[src/rtl/pixel_integrator.sv]
// Pixel integrator: per-pixel, per-channel saturating counters held in an
// external frame-buffer RAM. Each visible pixel reads its word, steps every
// channel up or down according to the comparator bit, and writes it back two
// cycles later. Hazard forwarding covers writes that the RAM has not absorbed
// yet. A clear request sweeps zeros through the whole buffer.
module pixel_integrator #(
    parameter int CHANNELS = 3,
    parameter int CW       = 5,
    parameter int ADDR_W   = 16,
    parameter int STEP     = 1,
    parameter int OUT_W    = 8
) (
    input  logic                      clock,
    input  logic                      reset,
    input  logic                      visible,
    input  logic [ADDR_W-1:0]         address,
    input  logic [CHANNELS-1:0]       comp,
    input  logic                      enable,
    input  logic                      freeze,
    input  logic [CHANNELS-1:0]       mask,
    input  logic                      clear,
    output logic [ADDR_W-1:0]         ram_rdaddr,
    input  logic [CHANNELS*CW-1:0]    ram_q,
    output logic [ADDR_W-1:0]         ram_wraddr,
    output logic [CHANNELS*CW-1:0]    ram_wdata,
    output logic                      ram_wren,
    output logic [CHANNELS*OUT_W-1:0] color_out,
    output logic                      busy
);

    typedef enum logic {
        IDLE  = 1'b0,
        CLEAR = 1'b1
    } state_t;

    localparam logic [CW-1:0] MAX_VAL  = '1;
    localparam logic [CW:0]   STEP_EXT = (CW+1)'(STEP);

    state_t                   state;
    state_t                   state_next;
    logic [ADDR_W-1:0]        sweep_cnt;

    // Stage-1 copies of the pixel inputs, aligned with ram_q.
    logic                     s1_upd;
    logic                     s1_vis;
    logic [ADDR_W-1:0]        s1_addr;
    logic [CHANNELS-1:0]      s1_comp;
    logic [CHANNELS-1:0]      s1_mask;

    // Last write the RAM committed; its read port still returned old data.
    logic                     fw_valid;
    logic [ADDR_W-1:0]        fw_addr;
    logic [CHANNELS*CW-1:0]   fw_data;

    logic [CHANNELS*CW-1:0]   fwd_word;
    logic [CHANNELS*CW-1:0]   new_word;
    logic [CHANNELS*OUT_W-1:0] pix_word;

    logic                     start_clear;

    // Reads always follow the incoming pixel address.
    assign ram_rdaddr  = address;
    assign start_clear = (state == IDLE) && (state_next == CLEAR);

    // Next-state logic: a clear request starts a sweep, the last address ends it.
    always_comb begin
        state_next = state;
        case (state)
            IDLE:    if (clear) state_next = CLEAR;
            CLEAR:   if (sweep_cnt == '1) state_next = IDLE;
            default: state_next = IDLE;
        endcase
    end

    // State register, sweep address counter and busy flag aligned with sweep writes.
    always_ff @(posedge clock or posedge reset) begin
        if (reset) begin
            state     <= IDLE;
            sweep_cnt <= '0;
            busy      <= 1'b0;
        end else begin
            state <= state_next;
            busy  <= (state == CLEAR);
            if (state == CLEAR && sweep_cnt != '1) begin
                sweep_cnt <= sweep_cnt + 1'b1;
            end else begin
                sweep_cnt <= '0;
            end
        end
    end

    // Capture the pixel inputs; updates are only armed in IDLE with no clear pending.
    always_ff @(posedge clock or posedge reset) begin
        if (reset) begin
            s1_upd  <= 1'b0;
            s1_vis  <= 1'b0;
            s1_addr <= '0;
            s1_comp <= '0;
            s1_mask <= '0;
        end else begin
            s1_upd  <= visible && enable && !freeze && (state == IDLE) && !clear;
            s1_vis  <= visible && (state == IDLE) && !clear;
            s1_addr <= address;
            s1_comp <= comp;
            s1_mask <= mask;
        end
    end

    // Pick the freshest copy of the stage-1 word: pending write, then committed write, then RAM.
    always_comb begin
        fwd_word = ram_q;
        if (fw_valid && fw_addr == s1_addr) fwd_word = fw_data;
        if (ram_wren && ram_wraddr == s1_addr) fwd_word = ram_wdata;
    end

    // Per-channel saturating step and display value from the pre-update word.
    always_comb begin
        logic [CW-1:0]       v;
        logic [CW:0]         sum;
        logic [CW:0]         diff;
        logic [CW+OUT_W-1:0] wide;
        new_word = '0;
        pix_word = '0;
        for (int k = 0; k < CHANNELS; k++) begin
            v    = fwd_word[k*CW +: CW];
            sum  = {1'b0, v} + STEP_EXT;
            diff = {1'b0, v} - STEP_EXT;
            wide = {v, {OUT_W{1'b0}}};
            if (s1_comp[k]) begin
                new_word[k*CW +: CW] = sum[CW] ? MAX_VAL : sum[CW-1:0];
            end else begin
                new_word[k*CW +: CW] = diff[CW] ? '0 : diff[CW-1:0];
            end
            if (s1_vis && !s1_mask[k]) begin
                pix_word[k*OUT_W +: OUT_W] = wide[CW+OUT_W-1 -: OUT_W];
            end
        end
    end

    // Write port and colour output; sweep writes override pixel updates, and
    // entering a clear drops whatever pixel write was about to be issued.
    always_ff @(posedge clock or posedge reset) begin
        if (reset) begin
            ram_wren   <= 1'b0;
            ram_wraddr <= '0;
            ram_wdata  <= '0;
            color_out  <= '0;
            fw_valid   <= 1'b0;
            fw_addr    <= '0;
            fw_data    <= '0;
        end else begin
            fw_valid <= ram_wren;
            fw_addr  <= ram_wraddr;
            fw_data  <= ram_wdata;
            if (state == CLEAR) begin
                ram_wren   <= 1'b1;
                ram_wraddr <= sweep_cnt;
                ram_wdata  <= '0;
            end else if (start_clear) begin
                ram_wren <= 1'b0;
            end else begin
                ram_wren <= s1_upd;
                if (s1_upd) begin
                    ram_wraddr <= s1_addr;
                    ram_wdata  <= new_word;
                end
            end
            if (state == CLEAR || start_clear) begin
                color_out <= '0;
            end else begin
                color_out <= pix_word;
            end
        end
    end

endmodule

[config.mk]
export PLATFORM = sky130hd
export DESIGN_NAME = pixel_integrator
export DESIGN_NICKNAME = d
export VERILOG_FILES = /design/src/rtl/pixel_integrator.sv
export SDC_FILE = /design/constraint.sdc
export NUM_CORES = 1
export LEC_CHECK = 0
export CORE_UTILIZATION = 52
export CTS_BUF_LIST = sky130_fd_sc_hd__clkbuf_4 sky130_fd_sc_hd__clkbuf_8 sky130_fd_sc_hd__clkbuf_16
export DETAILED_ROUTE_END_ITERATION = 12
export GPL_ROUTABILITY_DRIVEN = 0
export PLACE_DENSITY = 0.91
export SLEW_MARGIN = 20
export SYNTH_ARGS = -nofsm -noshare
export SYNTH_HDL_FRONTEND = slang
export SYNTH_SLANG_ARGS = --single-unit
[constraint.sdc]
create_clock -name clock -period 4.6 [get_ports clock]
set_clock_uncertainty 0.05 [all_clocks]
set_input_delay 0.46 -clock clock [delete_from_list [all_inputs] [get_ports clock]]
set_output_delay 0.46 -clock clock [all_outputs]
set_load 0.05 [all_outputs]
==> impl_results.md, run 1 <==
* Avg Inst Size Synth at 10.70 um^2
* Ys flop type: dfrtp_1
* CTS Buf Count at 17
* Register area share after synthesis at 0.5282
* Boundary pin count at 116
* Global-route usage over all layers at 0.2662
* Hold Crit Class: in2async
* Area grow syn2layout at 26.76%
* WL/cell at 18.01 um
* Most common library cells after synthesis: 121 x dfrtp_1, 56 x nand2_1, 40 x nor2_1
* Most common cell in the synthesized netlist: dfrtp_1
* # setup viols final at 0
* HPWL after detailed placement at 9519 um
* Final min period at 3.830 ns
* PD cells at 418.0 nW/um^2
* Post-CTS Resized at 0
* RSZ-0062 raised after global routing: no
* Total routed wirelength at 14010 um
* Startpoint type of the worst setup path: flop
* Max-slew headroom at 0.4917
* H-tree level count at 4
* Largest net degree at the start of global routing at 47
* Setup bufs post-CTS at 0
* Place WS at 0.7969 ns
* Worst Path Class, Setup: reg2reg
* Final TNS setup at 0 ns
* Yosys warning total at 0
* Area leader, netlist: dfrtp_1
* Post-synthesis cell type count at 57
* Antenna viol nets, final at 0
* Drt drc at 0
* Hold_ws at 0.3004 ns
* CTS tree: built
* Post-layout nets at 675
* Vias in the first global route at 4575
* Post-Syn Instances at 536
* Status: complete, no violations
* Period utilisation layout at 0.8325
* Share of cells above drive strength 1 at 0.1028
* Initial antenna violation count at 0
* EDFF count, synth at 0
* Synth top area cells: dfrtp_1 53%, xnor2_1 4.3%, nand2_1 3.7%
* Switching Share at 0.3256
* Vias per inst at 5.774
* Clock power share at 0.395
* Fin. max-slew vios at 0
* Die footprint at 11450 um^2
* Leak at 3.202 nW
* Pint at 2.049 mW
* Layout Utilization at 0.6915
* Final worst setup slack at 0.7704 ns
* Mapped Area at 5733 um^2
* # hold bufs at CTS at 0
* Comb power frac at 0.189
* Post-layout power at 3.037 mW
* # clock sinks at 121
* CTS Buffer Depth at 2
* Root Buffer: clkbuf_8
* Top-area cell type share of the netlist area at 0.5282
* 1st-iter DRT viols at 307
* Tightest Pin Transition at 0.7568 ns
* Final hold vios at 0
* Max Cap Viol at 0
* First-pass DRT Iterations at 6
* Worst-skew pair later-pin latency at 0.52 ns
* Ant. Diodes at 0
* Net Switching at 0.9889 mW
* Initial Util at 0.5455
* Ys async rst share at 1.000
* First-pass GRT wire length at 22960 um
* FMAX at 0.2611 GHz
* CP arrival at 4.20 ns
* Clock transition at the registers of the reported paths at 0.06 ns
* DIE HEIGHT at 107 um
* Seq cells post-synth at 121
* I/O Buffers at 106
* Row Count at 37
* Worst path required time at 4.97 ns
* Vias at 4492
* Crit path max fanout at 19
* Grt ovf at 0
* Sequential power share at 0.416
* VDD IR max at 0.0004217 V
* Core area at 10510 um^2
* Die width at 107 um
* Worst setup EP type: flop
[logic make-up after synthesis]
group,count (synthesis),synth area share
and+or+nand+nor,177,0.1584
DFF,121,0.5282
AOI/OAI and AO/OA,105,0.1358
buffers and inverters,62,0.06438
xor gates and xnor gates,50,0.07639
muxes,17,0.02968
adders and majority gates,3,0.006548
other,1,0.0006541
[final cells by class]
| class | count | area [um^2] |
|---|---|---|
| fill | 755 | 3242 |
| sequential | 121 | 3028 |
| multi-input combinational | 361 | 2366 |
| timing repair buffer | 112 | 1106 |
| clock buffer | 17 | 414.1 |
| tap | 136 | 170.2 |
| clock inverter | 15 | 120.1 |
| inverter | 16 | 62.56 |
[path summary, 6_finish.rpt]
path,from,endpoint,slack (ns),cells after the start
max,s1_addr[13],ram_wdata[2],0.77,9
min,reset,color_out[7],0.30,2
max reg2reg,s1_addr[13],ram_wdata[2],0.77,9
min reg2reg,ram_wdata[10],fw_data[10],0.37,0
max in group asynchronous,reset,s1_addr[13],3.24,3
min in group clock,comp[1],s1_comp[1],0.32,1
[power groups by stage]
stage          sequential [mW]  combinational [mW]  clock (mW)
6_report                  1.26               0.574        1.20
5_1_grt                   1.27               0.612        1.26
4_1_cts                   1.26               0.575        1.20
3_5_place_dp              1.28               0.569           0
3_3_place_gp              1.27               0.554           0
2_1_floorplan             1.36               0.301           0
[stage by stage]
step           instances  area, um^2
6_report             778        7267
5_1_grt              778        7267
4_1_cts              778        7267
3_5_place_dp         746        6733
3_3_place_gp         746        6733
2_1_floorplan        544        5763
[sequential cells by signal (all words and copies together), names as in the netlist, 3 cells and up]
name        flops
fw_addr        16
s1_mask         3
s1_comp         3
sweep_cnt      16
color_out      15
fw_data        15
s1_addr        16
ram_wraddr     16
ram_wdata      15
[metal layers]
layer / track usage / part of all wire
met1: 0.3302 / 0.40
met2: 0.4401 / 0.50
met3: 0.07295 / 0.077
met4: 0.1086 / 0.024
met5: 0 / 0
[critical path, stage by stage, from the launching register on]
cell	delay [ns]
dfrtp_1	0.41
xor2_1	0.18
nor4_2	0.43
nand4_1	0.56
or2_1	0.69
and3_1	0.28
or2_1	0.36
and2_4	0.20
a31o_1	0.24
o41ai_2	0.33
[cell usage in the layout, fill, tap and decap left out, types with 3 or more instances in the layout]
master           synthesis  final
clkdlybuf4s50_1          0    106
clkinv_4                 0      3
nor4_2                   3      3
and2_1                   6      6
o22ai_2                  8      8
ha_1                     3      3
o22ai_1                 12     12
clkbuf_16                0     16
nor2b_1                  3      3
and3_1                   9      9
xnor2_1                 28     28
nand2b_1                 3      3
nand4_1                  4      4
o21ai_0                 24     24
conb_1                   1      9
inv_1                   16     15
nor2_1                  40     40
a32o_1                   4      4
inv_6                    0      3
nor3_2                   3      3
nand2_1                 56     56
mux2i_1                 17     17
clkinvlp_4               0      4
nand3_1                 17     17
xor2_1                  22     22
buf_4                   27      6
a31oi_1                  5      5
o21ai_1                  3      3
dfrtp_1                121    121
or3_1                    4      4
o21ai_2                  3      3
clkinv_2                 0      3
nand3b_1                 5      5
nor3_1                  12     12
a21boi_0                13     13
a22o_1                   4      4
o31ai_1                  3      3
a21oi_1                 11     11
Note: power is estimated with default switching activity, not from simulation.
==> run 2: changes to the inputs <==
clock period = 3.7 ns   (was 4.6 ns; I/O delays follow)
==> impl_results.md, run 2 (synthesis gave the netlist of run 1 again) <==
* Max Cap Viol at 0
* Post-DP Area at 6783 um^2
* Initial antenna violation count at 0
* Switching Share at 0.3036
* Area grow syn2layout at 28.42%
* First-pass DRT Iterations at 5
* Largest net degree at the start of global routing at 84
* Max-slew headroom at 0.4751
* CTS Buf Count at 17
* Antenna viol nets, final at 0
* Ant. Diodes at 0
* Worst Path Class, Setup: reg2reg
* Vias at 4611
* HPWL after detailed placement at 9568 um
* Most frequent cells in the layout: 121 x dfrtp_1, 106 x clkdlybuf4s50_1, 56 x nand2_1
* Pint at 2.705 mW
* Total routed wirelength at 14250 um
* Setup bufs post-CTS at 0
* First-pass GRT wire length at 23470 um
* I/O Buffers at 106
* Share of cells above drive strength 1 at 0.1097
* CP arrival at 3.73 ns
* Initial Util at 0.5455
* # hold bufs at CTS at 0
* Post-layout power at 3.883 mW
* Final min period at 3.357 ns
* Vias per inst at 5.889
* DIE HEIGHT at 107 um
* Net Switching at 1.179 mW
* Final hold vios at 0
* PD cells at 527.5 nW/um^2
* Worst setup path startpoint: s1_addr[13]
* 1st-iter DRT viols at 466
* Clock transition at the registers of the reported paths at 0.06 ns
* Worst path required time at 4.07 ns
* Post-Layout Inst Area at 7362 um^2
* # setup viols final at 0
* Die width at 107 um
* Tightest Pin Transition at 0.7831 ns
* Core area at 10510 um^2
* Drt drc at 0
* Final TNS setup at 0 ns
* Placed cells at 751
* Fin. max-slew vios at 0
* Hold Crit Class: in2async
* H-tree level count at 4
* Clock power share at 0.414
* Row Count at 37
* Commonest non-fill, non-tap cell in the layout: dfrtp_1
* # clock sinks at 121
* Worst-skew pair later-pin latency at 0.53 ns
* # fillers at 719
* Worst r2r dst: ram_wdata[14]
* FMAX at 0.2979 GHz
* Grt ovf at 0
* Boundary pin count at 116
* Post-route insts no fill at 783
* Period utilisation layout at 0.9072
* Die footprint at 11450 um^2
* Sequential power share at 0.404
* Cells on worst reg2reg path at 12
* CTS Buffer Depth at 2
* VDD IR max at 0.0004597 V
* Vias in the first global route at 4775
* Comb power frac at 0.181
* R2r startpoint: s1_addr[13]
* R2R Setup Slk at 0.34 ns
* Global-route usage over all layers at 0.2700
* Crit path max fanout at 15
* Startpoint type of the worst setup path: flop
* Root Buffer: clkbuf_8
* Leak at 3.250 nW
* RSZ-0062 raised after global routing: no
* Post-layout nets at 680
* Worst setup EP type: flop
* Post-CTS Resized at 0
* CTS tree: built
* WL/cell at 18.20 um
* Status: complete, no violations
==> run 2: final cells by class <==
type / instances / area, um^2 / share of cell area
flip-flops and latches: 121 / 3028 / 0.4113
multi-input cells: 361 / 2366 / 0.3214
inverters: 16 / 62.56 / 0.008498
clock inverters: 13 / 143.9 / 0.01954
clock buffers: 19 / 435.4 / 0.05914
well taps: 136 / 170.2 / 0.02311
repair buffers: 117 / 1156 / 0.1570
==> run 2: stage by stage <==
step	hold slack [ns]	setup WS (ns)	util
floorplan	0.3411	0.06583	-
global placement	0.3722	0.5739	0.6454
detailed placement	0.3776	0.4182	0.6454
CTS	0.2061	0.3807	0.7006
global route	0.2250	0.1304	0.7006
finish	0.1818	0.3433	0.7006
==> run 2: power groups by stage <==
| stage | sequential (mW) | combinational, mW | clock (mW) |
|---|---|---|---|
| 6_report | 1.57 | 0.704 | 1.61 |
| 4_1_cts | 1.57 | 0.707 | 1.62 |
| 5_1_grt | 1.59 | 0.760 | 1.68 |
| 2_1_floorplan | 1.69 | 0.374 | 0 |
| 3_3_place_gp | 1.58 | 0.684 | 0 |
| 3_5_place_dp | 1.59 | 0.696 | 0 |
==> run 2: routing by layer <==
layer / up-vias / GRT usage / routed length (um)
met4: 0 / 0.1429 / 437
met2: 252 / 0.4512 / 7182
met3: 49 / 0.07052 / 1096
met1: 2277 / 0.3194 / 5531
li1: 2033 / - / -
met5: - / 0 / 0
==> run 2: critical path: stages, from the launching register on <==
cell,delay [ns]
dfrtp_1,0.42
xnor2_1,0.18
nand4_1,0.22
or4_1,0.89
o22ai_2,0.26
o21ai_2,0.16
inv_1,0.10
ha_1,0.15
inv_1,0.06
nor3_1,0.22
xor2_1,0.17
nand3_1,0.11
a32o_1,0.27
==> run 2: worst max path at each step <==
stage	endpoint	slack, ns
after floorplan	busy	0.07
after global placement	ram_wdata[14]	0.57
after detailed placement	ram_wdata[3]	0.42
after CTS	ram_wdata[14]	0.38
after global routing	ram_wdata[7]	0.13
final	ram_wdata[14]	0.34
